$ cat src/rtl/alu_op_sequencer.sv
// alu_op_sequencer
//   Takes instructions from the fetch stage over a valid/ready handshake.
//   It decodes the opcode and function fields into an ALU operation code
//   and offers that code to the ALU over a second valid/ready handshake.
//   While a multi-cycle ALU operation (codes 12..14) executes, it holds
//   off new instructions. It flags illegal encodings and keeps a
//   saturating count of them.
//
// Ports
//   clk          in   rising-edge clock
//   rst          in   asynchronous, active-high reset
//   instr_valid  in   upstream has an instruction
//   instr_ready  out  block can accept an instruction (IDLE and not in reset)
//   instr        in   instruction word [INSTR_W-1:0]
//   op_valid     out  alu_op is valid for the ALU
//   op_ready     in   ALU accepts alu_op
//   alu_op       out  decoded ALU operation code [OP_W-1:0]
//   mc_busy      out  a multi-cycle operation is executing
//   illegal      out  one-cycle pulse after an illegal instruction is accepted
//   ill_count    out  saturating count of illegal instructions [ILL_CNT_W-1:0]
module alu_op_sequencer #(
    parameter int INSTR_W   = 16,
    parameter int FUNC_W    = 8,
    parameter int OP_W      = 5,
    parameter int MC_CYCLES = 4,
    parameter int ILL_CNT_W = 8
) (
    input  logic                 clk,
    input  logic                 rst,
    input  logic                 instr_valid,
    output logic                 instr_ready,
    input  logic [INSTR_W-1:0]   instr,
    output logic                 op_valid,
    input  logic                 op_ready,
    output logic [OP_W-1:0]      alu_op,
    output logic                 mc_busy,
    output logic                 illegal,
    output logic [ILL_CNT_W-1:0] ill_count
);

    // The function field is compared at a width of at least 8 bits.
    // This keeps a narrow field from aliasing onto the 8-bit code points.
    localparam int FX = (FUNC_W > 8) ? FUNC_W : 8;

    typedef enum logic [1:0] {
        IDLE  = 2'd0,
        ISSUE = 2'd1,
        WAIT  = 2'd2
    } state_t;

    state_t               state, state_n;
    logic [OP_W-1:0]      alu_op_n;
    logic                 op_valid_n;
    logic                 mc_busy_n;
    logic                 illegal_n;
    logic [ILL_CNT_W-1:0] ill_count_n;
    logic [7:0]           cnt, cnt_n;

    logic [3:0]           op4;
    logic [FX-1:0]        fx;
    logic [5:0]           dec;
    logic                 dec_legal;
    logic [4:0]           dec_code;

    // Bits between the opcode and function fields are don't-care.
    logic                 unused_instr;
    assign unused_instr = ^instr;

    // Returns {legal, code[4:0]}.
    function automatic logic [5:0] decode(input logic [3:0] o, input logic [FX-1:0] f);
        logic [5:0] r;
        r = 6'd0;
        case (o)
            4'b0000: r = {1'b1, 5'd0};
            4'b0001: r = {1'b1, 5'd1};
            4'b0010: r = {1'b1, 5'd2};
            4'b0100: r = {1'b1, 5'd3};
            4'b1000: begin
                case (f)
                    FX'(8'h01): r = {1'b1, 5'd4};
                    FX'(8'h02): r = {1'b1, 5'd5};
                    FX'(8'h04): r = {1'b1, 5'd6};
                    FX'(8'h08): r = {1'b1, 5'd7};
                    FX'(8'h10): r = {1'b1, 5'd8};
                    FX'(8'h20): r = {1'b1, 5'd9};
                    FX'(8'h40): r = {1'b1, 5'd10};
                    FX'(8'h80): r = {1'b1, 5'd11};
                    FX'(8'h81): r = {1'b1, 5'd12};
                    FX'(8'h82): r = {1'b1, 5'd13};
                    FX'(8'h83): r = {1'b1, 5'd14};
                    default:    r = 6'd0;
                endcase
            end
            4'b1100: r = {1'b1, 5'd15};
            4'b1101: r = {1'b1, 5'd16};
            4'b1110: r = {1'b1, 5'd17};
            4'b1111: r = {1'b1, 5'd18};
            default: r = 6'd0;
        endcase
        return r;
    endfunction

    function automatic logic is_multi(input logic [OP_W-1:0] op);
        return (op == OP_W'(12)) || (op == OP_W'(13)) || (op == OP_W'(14));
    endfunction

    assign op4       = instr[INSTR_W-1 -: 4];
    assign fx        = FX'(instr[FUNC_W-1:0]);
    assign dec       = decode(op4, fx);
    assign dec_legal = dec[5];
    assign dec_code  = dec[4:0];

    // Depends only on state and reset, never on instr_valid.
    assign instr_ready = (state == IDLE) && !rst;

    always_comb begin
        state_n     = state;
        alu_op_n    = alu_op;
        op_valid_n  = op_valid;
        mc_busy_n   = mc_busy;
        illegal_n   = 1'b0;
        ill_count_n = ill_count;
        cnt_n       = cnt;

        case (state)
            IDLE: begin
                if (instr_valid) begin
                    if (dec_legal) begin
                        alu_op_n   = OP_W'(dec_code);
                        op_valid_n = 1'b1;
                        state_n    = ISSUE;
                    end else begin
                        illegal_n = 1'b1;
                        if (ill_count != {ILL_CNT_W{1'b1}})
                            ill_count_n = ill_count + ILL_CNT_W'(1);
                    end
                end
            end
            ISSUE: begin
                if (op_ready) begin
                    op_valid_n = 1'b0;
                    if (is_multi(alu_op)) begin
                        // The handshake cycle is the first ALU cycle, so
                        // MC_CYCLES-1 busy cycles remain.
                        mc_busy_n = 1'b1;
                        cnt_n     = 8'(MC_CYCLES - 1);
                        state_n   = WAIT;
                    end else begin
                        state_n = IDLE;
                    end
                end
            end
            WAIT: begin
                if (cnt == 8'd1) begin
                    mc_busy_n = 1'b0;
                    state_n   = IDLE;
                end else begin
                    cnt_n = cnt - 8'd1;
                end
            end
            default: begin
                state_n    = IDLE;
                op_valid_n = 1'b0;
                mc_busy_n  = 1'b0;
            end
        endcase
    end

    always_ff @(posedge clk or posedge rst) begin
        if (rst) begin
            state     <= IDLE;
            alu_op    <= '0;
            op_valid  <= 1'b0;
            mc_busy   <= 1'b0;
            illegal   <= 1'b0;
            ill_count <= '0;
            cnt       <= '0;
        end else begin
            state     <= state_n;
            alu_op    <= alu_op_n;
            op_valid  <= op_valid_n;
            mc_busy   <= mc_busy_n;
            illegal   <= illegal_n;
            ill_count <= ill_count_n;
            cnt       <= cnt_n;
        end
    end

endmodule

$ cat config.mk
export PLATFORM = sky130hd
export DESIGN_NAME = alu_op_sequencer
export DESIGN_NICKNAME = d
export VERILOG_FILES = /design/src/rtl/alu_op_sequencer.sv
export SDC_FILE = /design/constraint.sdc
export NUM_CORES = 1
export LEC_CHECK = 0
export ABC_CLOCK_PERIOD_IN_PS = 3500
export BUFFER_PORTS_ARGS = -buffer_cell sky130_fd_sc_hd__buf_2
export CAP_MARGIN = 20
export CORE_AREA = 2 2 59 72
export CTS_BUF_LIST = sky130_fd_sc_hd__clkbuf_4
export CTS_CLUSTER_SIZE = 12
export DETAILED_ROUTE_END_ITERATION = 7
export DIE_AREA = 0 0 61 74
export PLACE_DENSITY_LB_ADDON = 0.2
export SYNTH_ARGS = -nofsm -noshare
export SYNTH_HDL_FRONTEND = slang
export SYNTH_SLANG_ARGS = --single-unit
$ cat constraint.sdc
create_clock -name clk -period 3.5 [get_ports clk]
set_input_delay 0.7 -clock clk [delete_from_list [all_inputs] [get_ports clk]]
set_output_delay 0.7 -clock clk [all_outputs]
set_load 0.02 [all_outputs]
==> metrics.md <==
| Metric | Value |
|---|---|
| Status | `finished clean` |
| Crit. End Element | `flip-flop` |
| Synthesized instance count | `178` |
| Finish-stage setup viols | `0` |
| Post-synthesis cell type count | `54` |
| Period Utilization, post-route | `60.65%` |
| Worst slew margin | `51.12%` |
| Post-cts sizing count | `0` |
| CTS tree | `yes` |
| Avg Cell Area, Syn | `9.440 µm²` |
| Most frequent cell after synthesis | `dfrtp_1` |
| CTS HTree Levels | `1` |
| Worst-Skew Late Latency | `300 ps` |
| Gr usage total | `16.06%` |
| Fin area | `0.001884 mm²` |
| Min Tclk post-route | `2123 ps` |
| Synth Warn # | `0` |
| Sequential-to-total area share from yosys stat | `38.72%` |
| Detail-routed via count per cell | `5.372` |
| Vias after detailed routing | `1,386` |
| Fillers | `368` |
| Final net count | `229` |
| # Max-Cap Violations | `0` |
| Clock Path Buffers | `2` |
| Final Hold Violating Endpoints | `0` |
| Synth top cells by count | `26 x dfrtp_1, 16 x nor2_1, 13 x nand2_1, 12 x o21ai_0, 11 x a21oi_1` |
| Max Fclk | `0.4711 GHz` |
| Maximum vdd drop | `0.1621 mV` |
| Post-Syn Area | `0.001680 mm²` |
| GRT Residual Overflow | `0` |
| Area Overhead vs Synth | `12.14%` |
| Die Area | `0.004514 mm²` |
| Post-synth top area cell | `dfrtp_1` |
| First-pass GRT wire length | `5671 µm` |
| Drt first-iter violations | `62` |
| Clk_skew | `1.986 ps` |
| Initial antenna violation count | `0` |
| Area post-placement | `0.001834 mm²` |
| Top post-synthesis cells by area | `dfrtp_1 39%, xnor2_1 3.6%, xor2_1 3.6%` |
| # diodes | `0` |
| Setup CP Type | `in2reg` |
| Gpl congestion | `0.8335` |
| Pre-antenna DRT Iters | `4` |
| Startpoint Class | `input pin` |
| Final Max Tran Viols | `0` |
| Maximum fanout along the worst path | `12` |
| IO Count | `37` |
| Root Driver | `clkbuf_4` |
| Hold_buf cts | `0` |
| Pwr/cell area | `435.1 mW/mm²` |
| FF/Latch Area | `650.6 µm²` |
| Crit path DAT | `2330 ps` |
| Async SR Flop Fraction | `100.0%` |
| Leak | `0.0007844 µW` |
| Starting Density | `43.67%` |
| PortBufs | `32` |
| RSZ-0062 raised after global routing | `no` |
| Die width | `61 µm` |
| EDFF count, synth | `0` |
| Pin count of the biggest net entering global routing | `27` |
| Setup_tns | `0 ps` |
| Num rows | `25` |
| DRT Wirelength | `3167 µm` |
| CTS clk-pin slew, worst paths | `120 ps` |
| Core area | `0.003847 mm²` |
| Multi-input logic area | `925.9 µm²` |
| Routed Antenna Nets | `0` |
| Post-Syn Nets | `201` |
| CTS Buf Count | `3` |
| Worst Path Required | `3710 ps` |
| Synth top area share | `38.72%` |
| DRC violations left | `0` |
| Wirelength per Cell | `12.28 µm` |
| Die Height | `74 µm` |
| Number of global-route vias before repair | `1,357` |
| Worst hold path class | `in2async` |
| Clock Sinks | `26` |
| Hold_ws | `314.4 ps` |
| Slew of the pin with the lowest slew margin | `733.3 ps` |
| Top FF cell, synth | `dfrtp_1` |
| DP Wirelength | `2490 µm` |
| Share of cells above drive strength 1 | `25.49%` |
| Seq cells post-synth | `26` |
| Post-CTS setup buffer count | `0` |
sequential cells by signal, summed over array words and instances, names as in the netlist:
name       cells
cnt            8
ill_count      8
alu_op         5
state          2
illegal        1
mc_busy        1
op_valid       1
final timing paths:
check,slack (ps),to,startpoint,cells past startpoint
max in group asynchronous,2800,cnt[3],rst,3
worst max register to register,1550,cnt[3],cnt[2],6
min in group clk,490,op_valid,op_valid,2
worst min register to register,490,op_valid,op_valid,2
worst min-delay path,310,cnt[7],rst,2
worst max-delay path,1380,alu_op[1],instr[3],7
cell families after synthesis:
logic type               Yosys count  share of synthesized area [%]
multiplexers                       2                          1.489
XOR/XNOR                          14                          7.297
AND/OR/NAND/NOR                   74                          25.32
flip-flops                        26                          38.72
AO/OA/AOI/OAI                     41                          18.76
buffers and inverters             18                          6.180
adder cells (fa/ha/maj)            3                          2.234
layout make-up:
cell class	count	share of cell area [%]
Sequential cell	26	34.53
Inverter	8	1.594
Clock buffer	3	1.195
Timing Repair Buffer	33	9.960
Multi-Input combinational cell	134	49.14
Tap cell	54	3.586
through the flow:
step	instances	worst slack [ps]	util, %	power [µW]
2_1_floorplan	178	1323	-	620.2
3_3_place_gp	254	1044	47.67	703.1
3_5_place_dp	254	1012	47.67	710.3
4_1_cts	257	1345	48.26	829.2
5_1_grt	258	1193	48.98	887.7
6_report	258	1377	48.98	819.9
critical path, cell delays in order:
cell and delay (ps):
buf_2 160, xor2_1 200, a211oi_2 310, nor3_1 90, o31ai_2 580, a21oi_1 110
a21o_1 180
cells in the final DEF, fill, tap and decap left out, drive strengths merged, types with 2 or more instances in the layout:
cell type | netlist | final
dfrtp | 26 | 26
xnor2 | 7 | 7
a21oi | 11 | 11
ha | 3 | 3
nor4b | 2 | 2
nand2 | 14 | 14
inv | 8 | 8
nand4b | 2 | 2
nand3 | 10 | 10
a311o | 2 | 2
o31ai | 2 | 2
nand2b | 4 | 4
o211ai | 2 | 2
buf | 8 | 33
a211oi | 3 | 3
nor3b | 2 | 2
and4 | 2 | 2
xor2 | 7 | 7
nor2 | 17 | 17
nor3 | 9 | 9
o21ai | 12 | 12
o41ai | 2 | 2
clkbuf | 2 | 3
or2 | 2 | 2
layer usage:
layer / part of all wire, % / track usage, % / wire length (µm)
met1: 42 / 19.69 / 1319
met2: 55 / 29.51 / 1746
met3: 2.1 / 1.043 / 68
met4: 1.1 / 5.072 / 34
met5: 0 / 0 / 0
power breakdown:
group	switching [µW]	internal (µW)	total (µW)
clock network	76.9	40.1	117
logic	170	119	289
registers	57.8	356	414
total	305	515	820
Note: power is estimated with default switching activity, not from simulation.
